File: config.mk
export PLATFORM = sky130hd
export DESIGN_NAME = imm_gen_pipe_flat
export DESIGN_NICKNAME = d
export VERILOG_FILES = /design/src/rtl/imm_gen_pipe_if.sv /design/src/rtl/imm_gen_pipe.sv /design/src/flat_wrapper.sv
export SDC_FILE = /design/constraint.sdc
export NUM_CORES = 1
export LEC_CHECK = 0
export CELL_PAD_IN_SITES_DETAIL_PLACEMENT = 1
export CELL_PAD_IN_SITES_GLOBAL_PLACEMENT = 2
export CORE_ASPECT_RATIO = 0.9
export CORE_UTILIZATION = 33
export CTS_BUF_LIST = sky130_fd_sc_hd__clkbuf_2
export CTS_CLUSTER_DIAMETER = 80
export DETAILED_ROUTE_END_ITERATION = 10
export PLACE_DENSITY = 0.86
export SLEW_MARGIN = 20
export SYNTH_ARGS = -nofsm -noshare
export SYNTH_HDL_FRONTEND = slang
export SYNTH_SLANG_ARGS = --single-unit
export TNS_END_PERCENT = 30
File: constraint.sdc
create_clock -name clk -period 5.6 [get_ports clk]
set_input_delay 0.56 -clock clk [delete_from_list [all_inputs] [get_ports clk]]
set_output_delay 0.56 -clock clk [all_outputs]
set_load 0.02 [all_outputs]
File: src/rtl/imm_gen_pipe_if.sv
// Handshake bundle between the instruction source and the immediate consumer
// around imm_gen_pipe: instruction in, decoded immediate out.
interface imm_gen_pipe_if #(
  parameter int XLEN = 64
);
  logic [31:0]     Instruction;
  logic            in_valid;
  logic            in_ready;
  logic [XLEN-1:0] imm_data;
  logic [2:0]      imm_fmt;
  logic            illegal;
  logic            out_valid;
  logic            out_ready;

  modport master (
    output Instruction, in_valid, out_ready,
    input  in_ready, imm_data, imm_fmt, illegal, out_valid
  );

  modport slave (
    input  Instruction, in_valid, out_ready,
    output in_ready, imm_data, imm_fmt, illegal, out_valid
  );
endinterface

File: src/rtl/imm_gen_pipe.sv
// Pipelined RV64I immediate generator: decodes I/S/B/U/J immediates into a small FIFO.
// Optional statistics counters enabled by defining IMMGEN_STATS_EN.
module imm_gen_pipe #(
  parameter int XLEN       = 64,
  parameter int FIFO_DEPTH = 2,
  parameter int CNT_W      = 16
) (
  input  logic             clk,
  input  logic             reset,
  imm_gen_pipe_if.slave    bus
`ifdef IMMGEN_STATS_EN
  ,
  output logic [CNT_W-1:0] accept_cnt,
  output logic [CNT_W-1:0] illegal_cnt
`endif
);
  localparam int PTR_W = (FIFO_DEPTH > 2) ? $clog2(FIFO_DEPTH) : 1;
  localparam int OCC_W = $clog2(FIFO_DEPTH + 1);
  localparam int ENT_W = XLEN + 4;

  localparam logic [2:0] FMT_I    = 3'd0;
  localparam logic [2:0] FMT_S    = 3'd1;
  localparam logic [2:0] FMT_B    = 3'd2;
  localparam logic [2:0] FMT_U    = 3'd3;
  localparam logic [2:0] FMT_J    = 3'd4;
  localparam logic [2:0] FMT_NONE = 3'd7;

  // Entry layout {illegal, fmt, imm}; the reset value doubles as the idle head value.
  localparam logic [ENT_W-1:0] ENT_RESET = {1'b0, FMT_NONE, {XLEN{1'b0}}};

  logic [ENT_W-1:0] mem_r [FIFO_DEPTH];
  logic [PTR_W-1:0] wr_ptr_r;
  logic [PTR_W-1:0] rd_ptr_r;
  logic [OCC_W-1:0] occ_r;

  logic             full_s;
  logic             empty_s;
  logic             push_s;
  logic             pop_s;
  logic [31:0]      ins_s;
  logic [31:0]      imm32_s;
  logic [2:0]       fmt_s;
  logic             ill_s;
  logic [ENT_W-1:0] ent_s;

  assign ins_s   = bus.Instruction;
  assign full_s  = (occ_r == OCC_W'(FIFO_DEPTH));
  assign empty_s = (occ_r == {OCC_W{1'b0}});
  assign push_s  = bus.in_valid && !full_s;
  assign pop_s   = bus.out_ready && !empty_s;

  // Opcode decode to a 32-bit sign-extended immediate and its format code.
  always_comb begin
    imm32_s = 32'h0000_0000;
    fmt_s   = FMT_NONE;
    ill_s   = 1'b0;
    case (ins_s[6:0])
      7'b0000011, 7'b0010011, 7'b0011011, 7'b1100111: begin
        imm32_s = {{20{ins_s[31]}}, ins_s[31:20]};
        fmt_s   = FMT_I;
      end
      7'b0100011: begin
        imm32_s = {{20{ins_s[31]}}, ins_s[31:25], ins_s[11:7]};
        fmt_s   = FMT_S;
      end
      7'b1100011: begin
        imm32_s = {{19{ins_s[31]}}, ins_s[31], ins_s[7], ins_s[30:25], ins_s[11:8], 1'b0};
        fmt_s   = FMT_B;
      end
      7'b0110111, 7'b0010111: begin
        imm32_s = {ins_s[31:12], 12'h000};
        fmt_s   = FMT_U;
      end
      7'b1101111: begin
        imm32_s = {{11{ins_s[31]}}, ins_s[31], ins_s[19:12], ins_s[20], ins_s[30:21], 1'b0};
        fmt_s   = FMT_J;
      end
      default: begin
        imm32_s = 32'h0000_0000;
        fmt_s   = FMT_NONE;
        ill_s   = 1'b1;
      end
    endcase
  end

  assign ent_s = {ill_s, fmt_s, XLEN'($signed(imm32_s))};

  // FIFO storage, pointers and occupancy; a simultaneous push and pop keeps occupancy.
  always_ff @(posedge clk or posedge reset) begin
    if (reset) begin
      for (int i = 0; i < FIFO_DEPTH; i++) begin
        mem_r[i] <= ENT_RESET;
      end
      wr_ptr_r <= {PTR_W{1'b0}};
      rd_ptr_r <= {PTR_W{1'b0}};
      occ_r    <= {OCC_W{1'b0}};
    end else begin
      if (push_s) begin
        mem_r[wr_ptr_r] <= ent_s;
        wr_ptr_r        <= wr_ptr_r + PTR_W'(1);
      end
      if (pop_s) begin
        rd_ptr_r <= rd_ptr_r + PTR_W'(1);
      end
      if (push_s && !pop_s) begin
        occ_r <= occ_r + OCC_W'(1);
      end else if (pop_s && !push_s) begin
        occ_r <= occ_r - OCC_W'(1);
      end else begin
        occ_r <= occ_r;
      end
    end
  end

  assign bus.in_ready  = !full_s;
  assign bus.out_valid = !empty_s;
  assign {bus.illegal, bus.imm_fmt, bus.imm_data} = mem_r[rd_ptr_r];

`ifdef IMMGEN_STATS_EN
  // Saturating accept / illegal-opcode counters.
  always_ff @(posedge clk or posedge reset) begin
    if (reset) begin
      accept_cnt  <= {CNT_W{1'b0}};
      illegal_cnt <= {CNT_W{1'b0}};
    end else begin
      if (push_s && (accept_cnt != {CNT_W{1'b1}})) begin
        accept_cnt <= accept_cnt + CNT_W'(1);
      end
      if (push_s && ill_s && (illegal_cnt != {CNT_W{1'b1}})) begin
        illegal_cnt <= illegal_cnt + CNT_W'(1);
      end
    end
  end
`endif
endmodule
File: src/flat_wrapper.sv
// flat-port wrapper written by rule: the top's interface ports become plain ports
module imm_gen_pipe_flat 
#(
  parameter int XLEN       = 64,
  parameter int FIFO_DEPTH = 2,
  parameter int CNT_W      = 16
)
  (clk, reset, bus_Instruction, bus_in_valid, bus_out_ready, bus_in_ready, bus_imm_data, bus_imm_fmt, bus_illegal, bus_out_valid);
  imm_gen_pipe_if #(.XLEN(XLEN)) bus_i ();
  input  logic clk;
  input  logic reset;
  input wire logic [$bits(bus_i.Instruction)-1:0] bus_Instruction;
  input wire logic [$bits(bus_i.in_valid)-1:0] bus_in_valid;
  input wire logic [$bits(bus_i.out_ready)-1:0] bus_out_ready;
  output wire logic [$bits(bus_i.in_ready)-1:0] bus_in_ready;
  output wire logic [$bits(bus_i.imm_data)-1:0] bus_imm_data;
  output wire logic [$bits(bus_i.imm_fmt)-1:0] bus_imm_fmt;
  output wire logic [$bits(bus_i.illegal)-1:0] bus_illegal;
  output wire logic [$bits(bus_i.out_valid)-1:0] bus_out_valid;
  assign bus_i.Instruction = bus_Instruction;
  assign bus_i.in_valid = bus_in_valid;
  assign bus_i.out_ready = bus_out_ready;
  assign bus_in_ready = bus_i.in_ready;
  assign bus_imm_data = bus_i.imm_data;
  assign bus_imm_fmt = bus_i.imm_fmt;
  assign bus_illegal = bus_i.illegal;
  assign bus_out_valid = bus_i.out_valid;
  imm_gen_pipe #(.XLEN(XLEN), .FIFO_DEPTH(FIFO_DEPTH), .CNT_W(CNT_W)) u_core (.clk(clk), .reset(reset), .bus(bus_i));
endmodule
Yosys cells after proc, flatten, opt, wreduce, memory -nomap -nowiden
Cells that the tools add are included.

cells by class
  add/sub/neg operators = 4
  magnitude comparators = 3
  equality and inequality tests = 10
  muxes and demuxes = 11
  bitwise logic cells = 2
  reduce and logical (&&, ||, !) cells = 14

operators with widths
  operator                                                                      count
  68-bit two-way mux                                                            4
  32-bit case mux with 5 select lines                                           1
  136-bit bitwise mux                                                           1
  68-bit demux with 1-bit select                                                1
  7-bit by 5-bit equality test with 1-bit output, second input constant         3
  7-bit equality test, second input constant                                    3
  3-bit case mux with 5 select lines                                            1
  7-bit by 6-bit equality test with 1-bit output, second input constant         2
  9-bit OR reduction                                                            1
  7-bit by 2-bit equality test with 1-bit output, second input constant         1
  1-bit logical AND                                                             5
  2-bit greater-or-equal comparator, second input constant                      2
  1-bit logical NOT                                                             4
  2-bit two-way mux                                                             2
  1-bit inverter with 2-bit output                                              2
  4-bit OR reduction                                                            1
  1-bit adder, second input constant                                            2
  2-bit by 1-bit adder with 2-bit output, second input constant                 1
  2-bit equality test, second input constant                                    1
  2-bit logical NOT                                                             1
  2-bit by 1-bit less-than comparator with 1-bit output, second input constant  1
  2-bit nonzero test                                                            1
  2-bit OR reduction                                                            1
  2-bit by 1-bit subtractor with 2-bit output, second input constant            1
  1-bit two-way mux                                                             1

storage, ports and cells
  flip-flop bits (word level) = 140
  input bits = 36
  output and inout bits = 70
  word-level logic and storage cells = 49

Logic depth before layout (Yosys ltp)
  word-level depth = 7
  depth in mapped cells = 6
  depth with buffers taken out = 6

Worst setup path before layout
No wires, ideal clock.

  path type = reg2out
  start point = register u_core.rd_ptr_r
  end point = output bus_imm_data[32]
  data arrival time = 1.420 ns
  data required time = 5.040 ns
  path slack = 3.620 ns
  cell stages (with the launch flop) = 4
  path buffers = 2
  cell sequence = dfrtp_1 clkbuf_1 mux2_2 buf_4

between the ends
  cells in the longest elaborated chain, start to end = 4

ends and longest elaborated chain
  element                                                 line                 RTL
  start, declared                                         imm_gen_pipe.sv:33   logic [PTR_W-1:0] rd_ptr_r;
  start signal, assigned                                  imm_gen_pipe.sv:95   rd_ptr_r <= {PTR_W{1'b0}};
  start signal, assigned                                  imm_gen_pipe.sv:103  rd_ptr_r <= rd_ptr_r + PTR_W'(1);
  1-bit inverter with 2-bit output (not written as such)  imm_gen_pipe.sv:117  assign {bus.illegal, bus.imm_fmt, bus.imm_data} = mem_r[rd_ptr_r];
  68-bit two-way mux (not written as such) (3 in a row)   imm_gen_pipe.sv:117
  end, declared                                           flat_wrapper.sv:16   output wire logic [$bits(bus_i.imm_data)-1:0] bus_imm_data;

No other way between the ends. The select of a mux whose other input is x is not followed.

Final worst setup path
  start point = register u_core.rd_ptr_r
  end point = output bus_imm_data[20]

The elaborated chain is that of the path after synthesis.

==> summary.md <==
| Metric | Value |
|---|---|
| Status | `complete, no violations` |
| Worst Hold Slack | `497.1 ps` |
| Worst r2r src | `u_core.occ_r[0]` |
| Share of the synthesized area in the top cell type | `between 40% and 50%` |
| Arr. time, crit path | `2910 ps` |
| Final instance area | `4932 sq um` |
| Largest net degree at the start of global routing | `slightly below 80` |
| Die width | `approximately 120 microns` |
| Fin. max-slew vios | `0` |
| CTS sink count | `76` |
| Cells along the critical path | `buf_4 > mux2_2 > clkdlybuf4s50_1` |
| H-tree depth | `3` |
| Initial antenna violation count | `0` |
| GR Util All Layers | `between 15 and 20%` |
| Worst Hold Class | `reg2reg` |
| Leakage | `~2.0 nW` |
| Worst slew pin tran | `roughly 980 ps` |
| Detailed Route WL | `10.15 mm` |
| Mapped Cells | `around 400` |
| Req. time, crit path | `just over 5000 ps` |
| Fin nets | `~500` |
| Post-DRT Antenna Nets | `0` |
| MaxCap Viol Count | `0` |
| DR WL/cell | `around 16 microns` |
| Initial DRC Count | `roughly 120` |
| Multi-input logic area | `between 1500 and 2000 sq um` |
| Height of the chip | `roughly 110 microns` |
| Grt ovf | `0` |
| Main synth FF type | `dfrtp_1` |
| Synth area leader | `dfrtp_1` |
| Setup TNS | `0 ps` |
| R2R cell count | `4` |
| I/O Buffers | `approximately 110` |
| Cell Pwr Density | `between 400 and 500 nW/um^2` |
| Worst Setup End Kind | `primary output` |
| Clk slew on worst S/H paths | `220 ps` |
| Area grow syn2layout | `26.75%` |
| Vias in the first global route | `~3200` |
| Filler cells | `between 1000 and 1500` |
| Layout cells sized above 1 | `approximately 16%` |
| Core Region | `around 11000 sq um` |
| Top cells by area, synth | `dfrtp_1 45%, mux2_2 11%, o21ai_0 6.3%` |
| R2r endpoint | `u_core.mem_r[14]` |
| DR pass1 iterations | `4` |
| Unrepaired setup endpoints after global routing | `no` |
| Number of flops mapped to enable cells by yosys | `0` |
| CTS tree | `yes` |
| Die Area | `12230 sq um` |
| First-pass GRT wire length | `~16 mm` |
| Final core occ | `42.96%` |
| Row count | `37` |
| Slowest CP cell | `dfrtp_1` |
| Final setup skew | `19.70 ps` |
| Synth Cell Area | `3891 sq um` |
| Post-route minimum period | `between 3000 and 4000 ps` |
| # diodes | `0` |
| I/O pin total | `106` |
| GPL Wtd Cong | `a little over 0.8` |
| Post-CTS Repair Setup Buffers | `0` |
| Hold Fails Final Rpt | `0` |
| Tcrit/Tclk final | `61.98%` |
| Count of cell types in the netlist | `between 40 and 50` |
| Power, Total | `between 2 and 2.5 mW` |
| Mapped Nets | `about 430` |
| R2R Setup Slk | `between 2000 and 3000 ps` |
| Post-DP HPWL | `approximately 7.0 mm` |
| Setup Crit Path Kind | `reg2out` |
| Area post-placement | `about 4800 sq um` |
| Max Clock Freq | `approximately 290 MHz` |
| Crit path largest cell delay | `about 970 ps` |
| Resized cells post-CTS | `0` |
| VDD IR-drop max | `0.1703 mV` |
| Clock latency at the later pin of the worst-skew pair | `530 ps` |
| CTS root buf | `clkbuf_2` |
| DR DRC count | `0` |
| Routed vias | `3127` |
| Async SR Flop Fraction | `between 90% and 100%` |
| Seq/Total Area, Yosys | `around half` |
| Count of final setup violators | `0` |
| Post-DR vias/cell | `about 5` |
| Relative slew slack | `a little over a third` |
| Syn. warnings | `0` |
| Initial Util | `approximately a third` |
| Flop and latch count out of synthesis | `between 70 and 80` |
| Hold_buf cts | `0` |
| CTS buffer count | `9` |
| Seq. cell area | `between 1500 and 2000 sq um` |
| Clock Path Buffers | `2` |
| Worst Setup Start Kind | `register` |
| CP endpoint | `bus_imm_data[20]` |
| Worst setup path startpoint | `u_core.rd_ptr_r` |
| Crit path max fanout | `20` |
| Synthesized area per cell | `slightly below 10 sq um` |
## layout make-up
cell class	count	share of cell area [%]
Sequential cell	76	38.71
Multi-Input combinational cell	265	33.51
Timing Repair Buffer	109	21.92
Tap cell	156	3.957
Clock buffer	10	1.015
Clock inverter	6	0.8118
Inverter	1	0.07610
## state kept, by name (all words and copies together) (netlist names)
| name | cells |
|---|---|
| u_core.rd_ptr_r | 1 |
| u_core.wr_ptr_r | 1 |
| u_core.mem_r | 72 |
| u_core.occ_r | 2 |
## metrics by stage
stage	cells	worst slack, ps
after floorplan	397	3112
after global placement	607	2568
after detailed placement	607	2496
after CTS	623	2082
after global routing	623	1967
final	623	2129
## worst max-delay path: cells and delay by family, from the launching register on
kind / cells / cell delay, ps
buf+inv: 2 / 990
mux: 1 / 410
flops: 1 / 970
## cell families after synthesis
kind of cell / after synthesis / synth area share [%]
mux: 38 / 11.09
xor+xnor: 5 / 1.126
fa+ha+maj: 1 / 0.3215
compound gates: 104 / 15.47
buf+inv: 56 / 8.746
flops: 76 / 49.07
simple gates: 117 / 14.18
## per-layer routing
metal	part of all wire (%)	routed length, microns	track usage (%)	vias to the layer above
li1	-	-	-	1481
met1	48	4890	24.05	1549
met2	46	4623	27.13	88
met3	5.2	527	3.480	9
met4	1.0	106	5.586	0
met5	0	0	0	-
## synth_stat cells, drive strengths merged, types with 2 or more instances
library cell  instances
o22ai                 2
dfstp                 6
nand3                 4
or3                   2
nor2                 22
or2                   2
and2                  2
xnor2                 2
nor2b                 3
a31oi                 4
clkbuf               20
nand3b                3
nand2                64
buf                  35
a21oi                31
or3b                  2
nand4b                2
dfrtp                70
nor3                  3
a32o                  4
o32ai                 2
nor4                  2
a22o                  8
xor2                  3
o21ai                50
mux2                 38
## power breakdown
part | internal (mW) | switching, mW | leakage (nW)
Sequential | 0.708 | 0.110 | 0.988
Clock | 0.0589 | 0.203 | 0.0520
Combinational | 0.484 | 0.557 | 0.946
Total | 1.25 | 0.870 | 1.99
## placed cells by master (no fill, tap or decap), types with 2 or more instances in the layout
cell,n
clkdlybuf4s50_1,105
dfrtp_1,70
nand2_1,64
o21ai_0,49
mux2_2,37
a21oi_1,29
nor2_1,21
clkbuf_2,10
a22o_1,8
dfstp_2,6
a31oi_1,4
a32o_1,4
buf_4,4
xor2_1,3
nand3_1,3
nor2b_1,3
nor3_1,3
nand3b_1,3
clkinvlp_4,3
or2_2,2
xnor2_1,2
or3_1,2
nand4b_1,2
and2_1,2
o22ai_1,2
a21oi_2,2
o32ai_1,2
## worst min path at each step
stage / from / end / depth (start not counted)
6_report: u_core.mem_r[65] / u_core.mem_r[65] / 2
3_5_place_dp: u_core.mem_r[95] / u_core.mem_r[95] / 2
3_3_place_gp: u_core.mem_r[20] / u_core.mem_r[20] / 2
2_1_floorplan: u_core.mem_r[0] / u_core.mem_r[0] / 2
5_1_grt: u_core.mem_r[133] / u_core.mem_r[133] / 2
4_1_cts: u_core.mem_r[65] / u_core.mem_r[65] / 2
Power figures use the tool's default switching activity.
